[src/rtl/acc_loader_pkg.sv]
// ----------------------------------------------------------------------------
// acc_loader_pkg
//   Shared definitions for init_loader: header target codes, header field
//   positions and widths, default geometry, FSM state encoding and a header
//   decode helper.
//
//   Header word layout:
//     [31:28] lane mask   [27:26] target   [25:14] base addr   [13:0] count
// ----------------------------------------------------------------------------
package acc_loader_pkg;

    localparam int LANES_DEF  = 4;
    localparam int ADDR_W_DEF = 12;
    localparam int CNT_W_DEF  = 14;

    localparam int HDR_MASK_LSB = 28;
    localparam int HDR_MASK_W   = 4;
    localparam int HDR_TGT_LSB  = 26;
    localparam int HDR_TGT_W    = 2;
    localparam int HDR_ADDR_LSB = 14;
    localparam int HDR_ADDR_W   = 12;
    localparam int HDR_CNT_LSB  = 0;
    localparam int HDR_CNT_W    = 14;

    typedef enum logic [HDR_TGT_W-1:0] {
        TGT_INEX  = 2'b00,
        TGT_STATE = 2'b01,
        TGT_START = 2'b10,
        TGT_STOP  = 2'b11
    } tgt_e;

    typedef struct packed {
        logic [HDR_MASK_W-1:0] mask;
        tgt_e                  tgt;
        logic [HDR_ADDR_W-1:0] base;
        logic [HDR_CNT_W-1:0]  count;
    } hdr_t;

    typedef enum logic {
        HDR = 1'b0,
        PAY = 1'b1
    } state_e;

    function automatic hdr_t decode_hdr(input logic [31:0] word);
        hdr_t h;
        h.mask  = word[HDR_MASK_LSB +: HDR_MASK_W];
        h.tgt   = tgt_e'(word[HDR_TGT_LSB +: HDR_TGT_W]);
        h.base  = word[HDR_ADDR_LSB +: HDR_ADDR_W];
        h.count = word[HDR_CNT_LSB +: HDR_CNT_W];
        return h;
    endfunction

endpackage

[src/rtl/init_loader.sv]
// ----------------------------------------------------------------------------
// init_loader
//   Consumes a host valid/ready word stream, decodes packet headers and turns
//   payload words into registered write pulses for the per-lane InexRecur and
//   state regfiles, and drives the is_start run level.
//
// Ports
//   clk, rst          clock; asynchronous active-high reset
//   s_valid/s_ready   stream handshake (ready whenever not in reset)
//   s_data, s_last    stream word and end-of-packet marker
//   inex_we/addr/data per-lane write enable + shared InexRecur addr/data
//   state_we/addr/data per-lane write enable + shared state addr/data
//   is_start          run level to all lanes
//   busy              a payload is in progress
//   err               sticky protocol error
// ----------------------------------------------------------------------------
module init_loader
    import acc_loader_pkg::*;
#(
    parameter int LANES  = LANES_DEF,
    parameter int ADDR_W = ADDR_W_DEF,
    parameter int CNT_W  = CNT_W_DEF
) (
    input  logic              clk,
    input  logic              rst,
    input  logic              s_valid,
    output logic              s_ready,
    input  logic [31:0]       s_data,
    input  logic              s_last,
    output logic [LANES-1:0]  inex_we,
    output logic [ADDR_W-1:0] inex_addr,
    output logic [31:0]       inex_data,
    output logic [LANES-1:0]  state_we,
    output logic [ADDR_W-1:0] state_addr,
    output logic [17:0]       state_data,
    output logic              is_start,
    output logic              busy,
    output logic              err
);

    state_e             state_q, state_d;
    logic [LANES-1:0]   mask_q, mask_d;
    logic               to_inex_q, to_inex_d;
    // Packet accepted but its payload must be swallowed without writes
    // (empty lane mask, or a write packet arriving while running).
    logic               drop_q, drop_d;
    logic [ADDR_W-1:0]  addr_q, addr_d;
    logic [CNT_W-1:0]   cnt_q, cnt_d;

    logic [LANES-1:0]   inex_we_d, state_we_d;
    logic [ADDR_W-1:0]  inex_addr_d, state_addr_d;
    logic [31:0]        inex_data_d;
    logic [17:0]        state_data_d;
    logic               is_start_d, err_d;

    logic               xfer;
    hdr_t               hdr;

    // No downstream stall: ready is only withheld during reset.
    assign s_ready = ~rst;
    assign xfer    = s_valid & s_ready;
    assign hdr     = decode_hdr(s_data);
    assign busy    = (state_q == PAY);

    always_comb begin
        // NOTE: every signal driven here gets a default first, so no branch
        // can leave one unassigned and infer a latch.
        state_d      = state_q;
        mask_d       = mask_q;
        to_inex_d    = to_inex_q;
        drop_d       = drop_q;
        addr_d       = addr_q;
        cnt_d        = cnt_q;
        inex_we_d    = '0;
        state_we_d   = '0;
        inex_addr_d  = inex_addr;
        inex_data_d  = inex_data;
        state_addr_d = state_addr;
        state_data_d = state_data;
        is_start_d   = is_start;
        err_d        = err;

        case (state_q)
            HDR: begin
                if (xfer) begin
                    case (hdr.tgt)
                        TGT_INEX, TGT_STATE: begin
                            if (hdr.count == '0) begin
                                // Empty write packet: header must be the last word.
                                if (!s_last) err_d = 1'b1;
                            end else if (s_last) begin
                                // Packet claims payload but ends at its header.
                                err_d = 1'b1;
                            end else begin
                                state_d   = PAY;
                                mask_d    = LANES'(hdr.mask);
                                to_inex_d = (hdr.tgt == TGT_INEX);
                                addr_d    = ADDR_W'(hdr.base);
                                cnt_d     = CNT_W'(hdr.count);
                                drop_d    = (hdr.mask == '0) || is_start;
                                if ((hdr.mask == '0) || is_start) err_d = 1'b1;
                            end
                        end
                        TGT_START: begin
                            is_start_d = 1'b1;
                            if (!s_last) err_d = 1'b1;
                        end
                        TGT_STOP: begin
                            is_start_d = 1'b0;
                            if (!s_last) err_d = 1'b1;
                        end
                        default: ;
                    endcase
                end
            end

            PAY: begin
                if (xfer) begin
                    if (!drop_q) begin
                        if (to_inex_q) begin
                            inex_we_d   = mask_q;
                            inex_addr_d = addr_q;
                            inex_data_d = s_data;
                        end else begin
                            state_we_d   = mask_q;
                            state_addr_d = addr_q;
                            state_data_d = s_data[17:0];
                        end
                    end
                    // Address wraps naturally at 2^ADDR_W.
                    addr_d = addr_q + 1'b1;
                    cnt_d  = cnt_q - 1'b1;
                    if (cnt_q == CNT_W'(1)) begin
                        state_d = HDR;
                        if (!s_last) err_d = 1'b1;
                    end else if (s_last) begin
                        // Early end: this word is written, rest of packet abandoned.
                        state_d = HDR;
                        err_d   = 1'b1;
                    end
                end
            end

            default: state_d = HDR;
        endcase
    end

    always_ff @(posedge clk or posedge rst) begin
        if (rst) begin
            state_q    <= HDR;
            mask_q     <= '0;
            to_inex_q  <= 1'b0;
            drop_q     <= 1'b0;
            addr_q     <= '0;
            cnt_q      <= '0;
            inex_we    <= '0;
            inex_addr  <= '0;
            inex_data  <= '0;
            state_we   <= '0;
            state_addr <= '0;
            state_data <= '0;
            is_start   <= 1'b0;
            err        <= 1'b0;
        end else begin
            // NOTE: non-blocking assignments so every register samples the
            // pre-edge values computed by the combinational block.
            state_q    <= state_d;
            mask_q     <= mask_d;
            to_inex_q  <= to_inex_d;
            drop_q     <= drop_d;
            addr_q     <= addr_d;
            cnt_q      <= cnt_d;
            inex_we    <= inex_we_d;
            inex_addr  <= inex_addr_d;
            inex_data  <= inex_data_d;
            state_we   <= state_we_d;
            state_addr <= state_addr_d;
            state_data <= state_data_d;
            is_start   <= is_start_d;
            err        <= err_d;
        end
    end

endmodule

[config.mk]
export PLATFORM = sky130hd
export DESIGN_NAME = init_loader
export DESIGN_NICKNAME = d
export VERILOG_FILES = /design/src/rtl/acc_loader_pkg.sv /design/src/rtl/init_loader.sv
export SDC_FILE = /design/constraint.sdc
export NUM_CORES = 1
export LEC_CHECK = 0
export BUFFER_PORTS_ARGS = -buffer_cell sky130_fd_sc_hd__buf_4
export CAP_MARGIN = 10
export CORE_ASPECT_RATIO = 0.8
export CORE_MARGIN = 4
export CORE_UTILIZATION = 56
export CTS_BUF_LIST = sky130_fd_sc_hd__clkbuf_4
export CTS_CLUSTER_SIZE = 10
export DETAILED_ROUTE_END_ITERATION = 16
export PLACE_DENSITY = 0.82
export SYNTH_ARGS = -nofsm -noshare
export SYNTH_HDL_FRONTEND = slang
export SYNTH_SLANG_ARGS = --single-unit
[constraint.sdc]
create_clock -name clk -period 5.52 [get_ports clk]
set_clock_uncertainty 0.15 [all_clocks]
set_input_delay 1.104 -clock clk [delete_from_list [all_inputs] [get_ports clk]]
set_output_delay 1.104 -clock clk [all_outputs]
set_load 0.01 [all_outputs]
### Word level (Yosys, flattened, before mapping)

Index checks and enable logic that the tools add are counted.

| cells by class | value |
|---|---|
| reduce and logical (&&, ||, !) cells | 13 |
| divide/modulo/power cells | 0 |
| multiplexer cells | 38 |
| $mul | 0 |
| add/sub/neg operators | 2 |
| shift-type cells | 0 |
| $lt $le $gt $ge | 0 |
| equality and inequality tests | 11 |
| bitwise logic cells | 7 |

Operators with widths:

| kind | number |
|---|---|
| $mux W14 | 5 |
| $mux W12 | 5 |
| $mux W4 | 8 |
| $pmux W14 S2 | 1 |
| $pmux W12 S2 | 1 |
| $eq A14 B1 Y1 const B | 1 |
| $logic_not A14 Y1 | 1 |
| $mux W1 | 14 |
| $sub A14 B1 Y14 const B | 1 |
| $add A12 B1 Y12 const B | 1 |
| $reduce_and A4 Y1 | 3 |
| $reduce_and A5 Y1 | 2 |
| $pmux W1 S2 | 4 |
| $ne A2 B2 Y1 const B | 3 |
| $not A1 Y1 | 6 |
| $ne A5 B5 Y1 const B | 1 |
| $eq A2 B2 Y1 const B | 2 |
| $logic_not A4 Y1 | 1 |
| $ne A2 B1 Y1 const B | 2 |
| $reduce_or A2 Y1 | 2 |
| $ne A3 B2 Y1 const B | 1 |
| $reduce_and A3 Y1 | 1 |
| $eq A2 B1 Y1 const B | 1 |
| $logic_not A2 Y1 | 1 |
| other kinds (3) | 3 |

| word-level totals | value |
|---|---|
| memories | 0 |
| register bits after elaboration | 117 |
| RAM bits | 0 |
| bits in read-only memories | 0 |
| input bits | 36 |
| output and inout port bits | 86 |
| bits in latches | 0 |

### Longest topological paths before layout

Gate-level depths: netlist (run 1).

| depth | value |
|---|---|
| depth after elaboration | 8 |
| mapped depth | 7 |
| gate-level depth less buffers | 6 |

### Worst setup path after synthesis (run 1)

No wires, ideal clock.

| path | value |
|---|---|
| path kind | input -> output |
| start | input port rst |
| end | output port s_ready |
| data required time | 4.266 ns |
| cell stages on the path | 1 |
| data arrival time | 3.569 ns |
| buffers on the path | 0 |
| slack | 0.697 ns |
| cell sequence | inv_1 |

| on the way | value |
|---|---|
| cells in the longest elaborated chain, start to end | 1 |

RTL lines:

| element | RTL line | text |
|---|---|---|
| from (decl) | init_loader.sv:25 | `input logic rst,` |
| $not A1 Y1 | init_loader.sv:60 | `assign s_ready = ~rst;` |
| to (decl) | init_loader.sv:27 | `output logic s_ready,` |

No other way between the ends.

### Worst setup path after layout (run 1)

| path | value |
|---|---|
| start | input port rst |
| end | register state_addr[0] |

| on the way | value |
|---|---|
| cells in the longest elaborated chain, start to end | 3 |

RTL lines:

| element | RTL line | text |
|---|---|---|
| $not A1 Y1 | init_loader.sv:60 |  |
| $and A1 B1 Y1 | init_loader.sv:61 | `assign xfer = s_valid & s_ready;` |
| $reduce_and A4 Y1 (no source line) | - |  |
| to (signal assigned) | init_loader.sv:177 | `state_addr <= state_addr_d;` |
| to (decl) | init_loader.sv:34 | `output logic [ADDR_W-1:0] state_addr,` |

No other way between the ends.
A chain may end at the register's enable or synchronous reset.

==> results_tabular.tex, run 1 <==
\begin{tabular}{lr}
\hline
Metric & Value \\
\hline
\multicolumn{2}{l}{\textbf{Place}} \\
Final GP Congestion & 0.874 \\
Post-placement setup slack & 1.72 ns \\
Port-buffer cells & 121 \\
Instance area after placement & 6390 um\^{}2 \\
Post-DP HPWL & 9420 um \\
\multicolumn{2}{l}{\textbf{Cells and area}} \\
Number of nets in the layout & 593 \\
Share of the core filled with cells & 0.724 \\
Layout cells sized above 1 & 0.443 \\
Final design instance area without fill & 6710 um\^{}2 \\
Area growth from synthesis to final layout & 22.6\% \\
Number of antenna diodes & 0 \\
\multicolumn{2}{l}{\textbf{GRT}} \\
Largest net degree at the start of global routing & 52 \\
Total overflow reported by the global router & 0 \\
Initial antenna violation count & 0 \\
Overall track demand over capacity in global routing & 0.248 \\
Vias in the first global route & 4,187 \\
First-pass GRT wire length & 22,200 um \\
\multicolumn{2}{l}{\textbf{Detailed routing}} \\
Detailed Route Iter0 Violations & 436 \\
Total length of routed wires & 13,800 um \\
Total via count after detailed routing & 4,244 \\
Avg WL per Cell & 20.2 um \\
Final routed DRC violation total & 0 \\
Post-DRT Antenna Nets & 0 \\
Avg Vias per Cell & 6.23 \\
Detailed-router iteration count before antenna repair & 4 \\
\multicolumn{2}{l}{\textbf{Power and ir drop}} \\
Static Leak & 0.00311 uW \\
P per Cell Area & 490 nW/um\^{}2 \\
Peak supply drop & 0.327 mV \\
Overall power after layout & 3290 uW \\
\multicolumn{2}{l}{\textbf{STA}} \\
Slew of the pin with the lowest slew margin & 1.19 ns \\
Total negative slack & 0 ns \\
Setup slack of the critical path after layout & 2.19 ns \\
Final setup violation count & 0 \\
Final Hold Vio Count & 0 \\
Maximum operating frequency & 300 MHz \\
Final Cycle Share & 0.604 \\
Worst max-slew margin expressed relative to the limit & 0.198 \\
Final number of max-transition violations & 0 \\
Setup repair after global routing missed its margin & no \\
Fin crit period & 3.33 ns \\
\multicolumn{2}{l}{\textbf{Synth}} \\
Count of distinct cell types in the synthesized netlist & 67 \\
Largest cells by area after synthesis & sky130\_fd\_sc\_hd\_\_dfrtp\_1 (53\%), sky130\_fd\_sc\_hd\_\_mux2\_2 (15\%), sky130\_fd\_sc\_hd\_\_o311ai\_0 (1.9\%) \\
Area of the mapped netlist & 5470 um\^{}2 \\
Ys Warns & 0 \\
Yosys top cell area share & 0.535 \\
Library cell with the highest instance count after synthesis & sky130\_fd\_sc\_hd\_\_dfrtp\_1 \\
Avg Cell Area, Syn & 12.5 um\^{}2 \\
Fraction of registers with async set/reset & 1.00 \\
Flops \& latches, synth & 117 \\
Most instantiated cells after synthesis & sky130\_fd\_sc\_hd\_\_dfrtp\_1 (117), sky130\_fd\_sc\_hd\_\_mux2\_2 (74), sky130\_fd\_sc\_hd\_\_nor2\_1 (20) \\
Mapped Cells & 439 \\
Synthesized netlist net count & 478 \\
Main flop type after synthesis & sky130\_fd\_sc\_hd\_\_dfrtp\_1 \\
Library cell with the largest summed area after synthesis & sky130\_fd\_sc\_hd\_\_dfrtp\_1 \\
Count of flip-flops with a built-in enable after synthesis & 0 \\
Sequential area share after synthesis & 0.535 \\
\multicolumn{2}{l}{\textbf{Floorplan}} \\
Count of pins on the block boundary & 122 \\
Number of rows created at floorplan & 31 \\
Chip height & 96.4 um \\
Total core area & 9270 um\^{}2 \\
Effective utilization at floorplan & 0.590 \\
Die Footprint & 11,400 um\^{}2 \\
Die W & 119 um \\
\multicolumn{2}{l}{\textbf{CTS}} \\
Resize count post-CTS & 0 \\
Clock Pin Slew Worst Setup and Hold Paths & 0.09 ns \\
Number of H-tree levels & 4 \\
Post-CTS Setup Bufs & 0 \\
Number of clock sinks & 117 \\
Root buf cell & sky130\_fd\_sc\_hd\_\_clkbuf\_4 \\
CTS buffer count & 17 \\
Largest buffer count on any clock path & 2 \\
TritonCTS clock tree & yes \\
Clock latency of the later-clocked register in the worst-skew pair & 0.51 ns \\
Total of hold buffers inserted after clock tree synthesis & 0 \\
\multicolumn{2}{l}{\textbf{Worst setup path}} \\
Type of destination of the critical path & flip-flop \\
Endpoint arrival time on the critical path & 3.57 ns \\
Startpoint Class & primary input \\
Data required, critical path & 5.75 ns \\
Largest driver fanout on the critical path & 21 \\
Type of the worst setup path & primary input to flip-flop \\
\multicolumn{2}{l}{\textbf{Hold path}} \\
Worst Hold Class & flip-flop to flip-flop \\
\multicolumn{2}{l}{\textbf{Run status}} \\
Run status & completed \\
\multicolumn{2}{l}{\textbf{Flow run}} \\
MaxCap Viol Count & 0 \\
\hline
\end{tabular}
## per-stage QoR
step / instances / hold WS [ns]
floorplan: 439 / 0.329
global placement: 650 / 0.312
detailed placement: 650 / 0.327
CTS: 681 / 0.349
global route: 681 / 0.383
finish: 681 / 0.346
## routing by layer
layer | vias to the layer above | GRT usage | wire length [um]
met4 | 0 | 0.0800 | 151
li1 | 1887 | - | -
met5 | - | 0 | 0
met1 | 2131 | 0.336 | 5990
met2 | 206 | 0.394 | 6560
met3 | 20 | 0.0669 | 1070
## state kept, by name, summed over array words and instances (netlist names), 4 cells and up
register and flops:
addr_q 12, cnt_q 14, inex_addr 12, inex_data 32
inex_we 4, mask_q 4, state_addr 12, state_data 18
state_we 4
## cell families (layout without fill, tap and decap cells)
kind of cell,Yosys count,count (layout),share of synthesized area
compound gates,87,87,0.131
xor+xnor,1,1,0.00160
fa+ha+maj,3,3,0.00686
buf+inv,46,173,0.0427
flops,117,117,0.535
mux,76,76,0.156
simple gates,109,109,0.126
## final timing paths
check / from / end / slack [ns] / cells after the start
worst max-delay path: rst / state_addr[0] / 2.19 / 6
worst min-delay path: inex_addr[1] / inex_addr[1] / 0.35 / 2
worst max register to register: busy / inex_data[21] / 2.75 / 5
worst min register to register: inex_addr[1] / inex_addr[1] / 0.35 / 2
max in group asynchronous: rst / state_addr[11] / 3.67 / 3
min in group asynchronous: rst / cnt_q[13] / 0.51 / 2
## worst max-delay path: stages
cell	delay [ns]
sky130_fd_sc_hd__buf_4	0.14
sky130_fd_sc_hd__nor2b_1	0.55
sky130_fd_sc_hd__nand2_2	0.42
sky130_fd_sc_hd__nor3_4	0.56
sky130_fd_sc_hd__buf_4	0.40
sky130_fd_sc_hd__mux2_2	0.38
## final cells by class
cell class | count | area (um^2)
Sequential cell | 117 | 2930
Tap cell | 115 | 144
Fill cell | 653 | 2560
Inverter | 16 | 62.6
Clock inverter | 14 | 190
Timing Repair Buffer | 126 | 946
Clock buffer | 17 | 128
Multi-Input combinational cell | 276 | 2310
## where the power goes
part	switching [uW]	internal, uW	leakage (uW)
combinational	507	610	0.00147
clock	309	392	0.000166
sequential	299	1170	0.00147
## layout by cell type, fill, tap and decap left out, types with 7 or more instances in the layout
master / Yosys / layout
sky130_fd_sc_hd__buf_4: 2 / 126
sky130_fd_sc_hd__dfrtp_1: 117 / 117
sky130_fd_sc_hd__mux2_2: 74 / 74
sky130_fd_sc_hd__nor2_1: 20 / 20
sky130_fd_sc_hd__nand2_1: 17 / 17
sky130_fd_sc_hd__clkbuf_4: 0 / 17
sky130_fd_sc_hd__inv_1: 15 / 14
sky130_fd_sc_hd__o311ai_0: 12 / 12
sky130_fd_sc_hd__nor2b_1: 10 / 10
sky130_fd_sc_hd__nand4_1: 10 / 10
sky130_fd_sc_hd__o21ai_0: 10 / 10
sky130_fd_sc_hd__nand3_1: 9 / 9
sky130_fd_sc_hd__nor4_1: 9 / 9
sky130_fd_sc_hd__a31oi_1: 7 / 7
sky130_fd_sc_hd__clkinv_1: 1 / 7
sky130_fd_sc_hd__a21oi_1: 7 / 7
No activity file was read; power rests on OpenSTA's default activity.
==> run 2: changes to the inputs <==
--- a/config.mk
+++ b/config.mk
@@ -5,6 +5,7 @@
 export SDC_FILE = /design/constraint.sdc
 export NUM_CORES = 1
 export LEC_CHECK = 0
+export ABC_AREA = 1
 export BUFFER_PORTS_ARGS = -buffer_cell sky130_fd_sc_hd__buf_4
 export CAP_MARGIN = 10
 export CORE_ASPECT_RATIO = 0.8
==> constraint.sdc (replaced) <==
create_clock -name clk -period 3.3 [get_ports clk]
set_clock_uncertainty 0.15 [all_clocks]
set_input_delay 0.66 -clock clk [delete_from_list [all_inputs] [get_ports clk]]
set_output_delay 0.66 -clock clk [all_outputs]
set_load 0.01 [all_outputs]
==> run 2 against run 1 <==
- design area is 1.7% lower
- synthesized cell count is 49% higher
- wire length is 3.7% lower
- register-to-register slack worse by 1.6 ns
- sequential power is 44% higher
- final cell count is 32% higher
- via count is 12% higher
- combinational power is 32% higher
- non-clock buffer count is 2 higher
- clock power is 30% higher
- power is 37% higher
==> results_tabular.tex, run 2 <==
\begin{tabular}{lr}
\hline
Metric & Value \\
\hline
\multicolumn{2}{l}{\textbf{Synth}} \\
Sequential area share after synthesis & 0.540 \\
Count of distinct cell types in the synthesized netlist & 27 \\
Area of the mapped netlist & 5420 um\^{}2 \\
Synthesized-area fraction occupied by adder cells & 0.00693 \\
Count of flip-flops with a built-in enable after synthesis & 0 \\
Main flop type after synthesis & sky130\_fd\_sc\_hd\_\_dfrtp\_1 \\
Largest cells by area after synthesis & sky130\_fd\_sc\_hd\_\_dfrtp\_1 (54\%), sky130\_fd\_sc\_hd\_\_nand2\_1 (15\%), sky130\_fd\_sc\_hd\_\_o21ai\_0 (7.0\%) \\
Most instantiated cells after synthesis & sky130\_fd\_sc\_hd\_\_nand2\_1 (210), sky130\_fd\_sc\_hd\_\_dfrtp\_1 (117), sky130\_fd\_sc\_hd\_\_o21ai\_0 (76) \\
Synthesized netlist net count & 691 \\
Ys Warns & 0 \\
Flops \& latches, synth & 117 \\
Library cell with the largest summed area after synthesis & sky130\_fd\_sc\_hd\_\_dfrtp\_1 \\
Avg Cell Area, Syn & 8.31 um\^{}2 \\
Xor-xnor portion of the synthesized cell area & 0.00485 \\
Mapped Cells & 652 \\
Largest family of logic cells by synthesized area & simple AND/OR/NAND/NOR gates \\
Yosys top cell area share & 0.540 \\
Area fraction in compound gates after synthesis & 0.125 \\
Library cell with the highest instance count after synthesis & sky130\_fd\_sc\_hd\_\_nand2\_1 \\
Post-synthesis mux area share & 0 \\
Fraction of registers with async set/reset & 1.00 \\
Area fraction in and, or, nand and nor cells after synthesis & 0.245 \\
\multicolumn{2}{l}{\textbf{GRT}} \\
Overall track demand over capacity in global routing & 0.249 \\
Global routing met1 resource utilization & 0.329 \\
Met2 Use GR & 0.392 \\
Largest net degree at the start of global routing & 87 \\
Met3 Usage GRT & 0.0758 \\
Vias in the first global route & 4,609 \\
Initial antenna violation count & 0 \\
Most used routing layer in global routing & met2 \\
First-pass GRT wire length & 22,300 um \\
Total overflow reported by the global router & 0 \\
\multicolumn{2}{l}{\textbf{Place}} \\
Instance area after placement & 6350 um\^{}2 \\
Final GP Congestion & 0.895 \\
Post-DP HPWL & 9690 um \\
Number of placed instances with taps included & 867 \\
Port-buffer cells & 121 \\
\multicolumn{2}{l}{\textbf{Floorplan}} \\
Effective utilization at floorplan & 0.587 \\
Count of pins on the block boundary & 122 \\
Chip height & 96.0 um \\
Total core area & 9230 um\^{}2 \\
Die Footprint & 11,300 um\^{}2 \\
Die W & 118 um \\
Number of rows created at floorplan & 31 \\
\multicolumn{2}{l}{\textbf{Worst setup path}} \\
CP cell instances & buf\_4 -> inv\_4 -> nand2\_2 -> inv\_2 -> nand2\_1 -> or3\_2 -> buf\_4 -> nand2\_1 -> o21ai\_2 \\
Largest driver fanout on the critical path & 24 \\
Endpoint arrival time on the critical path & 2.54 ns \\
Critical path's largest stage delay & 0.79 ns \\
Category of cells accounting for the largest share of critical-path delay & simple AND/OR/NAND/NOR gates \\
Worst-path cell with the longest stage delay & sky130\_fd\_sc\_hd\_\_or3\_2 \\
Type of destination of the critical path & flip-flop \\
Number of buffers and inverters on the critical path & 4 \\
Type of the worst setup path & primary input to flip-flop \\
Startpoint Class & primary input \\
Data required, critical path & 3.55 ns \\
\multicolumn{2}{l}{\textbf{Cells and area}} \\
Final design instance area without fill & 6590 um\^{}2 \\
Number of antenna diodes & 0 \\
Most frequent standard cell in the layout excluding fill and tap cells & sky130\_fd\_sc\_hd\_\_nand2\_1 \\
Leading cell types in the layout, fill and taps excluded & sky130\_fd\_sc\_hd\_\_nand2\_1 (210), sky130\_fd\_sc\_hd\_\_buf\_4 (128), sky130\_fd\_sc\_hd\_\_dfrtp\_1 (117), sky130\_fd\_sc\_hd\_\_o21ai\_0 (76), sky130\_fd\_sc\_hd\_\_inv\_1 (61) \\
Flip-flop count of the largest register after layout & 32 \\
Area growth from synthesis to final layout & 21.7\% \\
Top reg by flops & inex\_data \\
Largest registers in the final layout & inex\_data (32), state\_data (18), cnt\_q (14) \\
Number of nets in the layout & 810 \\
Layout cells sized above 1 & 0.249 \\
Number of standard cells in the layout, taps in and fillers out & 898 \\
Final-layout fill cell count & 739 \\
\multicolumn{2}{l}{\textbf{CTS}} \\
Clock Pin Slew Worst Setup and Hold Paths & 0.12 ns \\
CTS buffer count & 17 \\
TritonCTS clock tree & yes \\
Post-CTS Setup Bufs & 0 \\
Number of clock sinks & 117 \\
Clock latency of the later-clocked register in the worst-skew pair & 0.51 ns \\
Root buf cell & sky130\_fd\_sc\_hd\_\_clkbuf\_4 \\
Largest buffer count on any clock path & 2 \\
Total of hold buffers inserted after clock tree synthesis & 0 \\
Resize count post-CTS & 0 \\
Number of H-tree levels & 4 \\
\multicolumn{2}{l}{\textbf{Power and ir drop}} \\
Peak supply drop & 0.450 mV \\
Static Leak & 0.00346 uW \\
P per Cell Area & 683 nW/um\^{}2 \\
Overall power after layout & 4500 uW \\
\multicolumn{2}{l}{\textbf{STA}} \\
Final Cycle Share & 0.693 \\
Total negative slack & 0 ns \\
Final setup violation count & 0 \\
Fin crit period & 2.29 ns \\
Worst max-slew margin expressed relative to the limit & 0.284 \\
Setup repair after global routing missed its margin & no \\
Slew of the pin with the lowest slew margin & 1.07 ns \\
Maximum operating frequency & 438 MHz \\
Final Hold Vio Count & 0 \\
Final number of max-transition violations & 0 \\
\multicolumn{2}{l}{\textbf{Detailed routing}} \\
Final routed DRC violation total & 0 \\
Detailed-router iteration count before antenna repair & 5 \\
Avg Vias per Cell & 5.31 \\
Detailed Route Iter0 Violations & 477 \\
Total via count after detailed routing & 4,767 \\
Post-DRT Antenna Nets & 0 \\
Total length of routed wires & 13,300 um \\
Avg WL per Cell & 14.8 um \\
\multicolumn{2}{l}{\textbf{Flow run}} \\
MaxCap Viol Count & 0 \\
\multicolumn{2}{l}{\textbf{Hold path}} \\
Worst Hold Class & primary input to async pin \\
\multicolumn{2}{l}{\textbf{Run status}} \\
Run status & completed \\
\hline
\end{tabular}
-- run 2: cell types whose count changed in the layout (fill, tap and decap cells not counted), sizes merged, moves of 12 or more --
cell | previous run | this run
inv | 15 | 64
mux2 | 75 | 0
nand2 | 18 | 212
nand3 | 9 | 47
nor2 | 20 | 50
nor4 | 14 | 0
o21ai | 10 | 109
o311ai | 12 | 0
-- run 2: logic make-up after synthesis --
group / Yosys count
flops: 117
fa+ha+maj: 3
buf+inv: 93
xor+xnor: 3
simple gates: 323
compound gates: 113
-- run 2: final timing paths --
kind,depth (start not counted),to,from,slack (ns)
setup reg to reg,5,state_addr[2],busy,1.11
max in group asynchronous,4,state_data[4],rst,1.45
min in group clk,3,inex_data[31],s_data[31],0.20
hold reg to reg,2,err,err,0.34
setup / recovery,9,state_addr[2],rst,1.01
hold / removal,3,state_we[0],rst,0.11
-- run 2: through the flow --
| stage | setup WS [ns] | hold slack [ns] | utilization |
|---|---|---|---|
| after floorplan | 0.553 | 0.318 | - |
| after global placement | 0.616 | 0.315 | 0.688 |
| after detailed placement | 0.527 | 0.319 | 0.688 |
| after CTS | 1.04 | 0.0900 | 0.714 |
| after global routing | 0.929 | 0.0803 | 0.714 |
| final | 1.01 | 0.113 | 0.714 |
-- run 2: cell type report --
type,instances,area (um^2),area share
Clock inverter,14,114,0.0173
Inverter,65,246,0.0374
Tap cell,115,144,0.0218
Sequential cell,117,2930,0.444
Multi-Input combinational cell,442,2070,0.314
Timing Repair Buffer,128,961,0.146
Clock buffer,17,128,0.0194
-- run 2: per-layer routing --
layer	part of all wire	up-vias	routed length [um]
met5	0	-	0
li1	-	2324	-
met2	0.45	188	6020
met1	0.44	2224	5790
met3	0.084	31	1120
met4	0.025	0	336
-- run 2: worst reg2reg max path, stage by stage, from the launching register on --
cell and delay, ns:
sky130_fd_sc_hd__dfrtp_1 0.36, sky130_fd_sc_hd__nand2_1 0.27, sky130_fd_sc_hd__or3_2 0.79, sky130_fd_sc_hd__buf_4 0.35, sky130_fd_sc_hd__nand2_1 0.11, sky130_fd_sc_hd__o21ai_2 0.06
-- run 2: report_power, final --
group | internal, uW | total [uW] | switching [uW] | leakage (uW)
combinational | 645 | 1480 | 835 | 0.00179
clock | 363 | 914 | 551 | 0.000136
sequential | 1810 | 2110 | 302 | 0.00154
total | 2810 | 4500 | 1690 | 0.00346
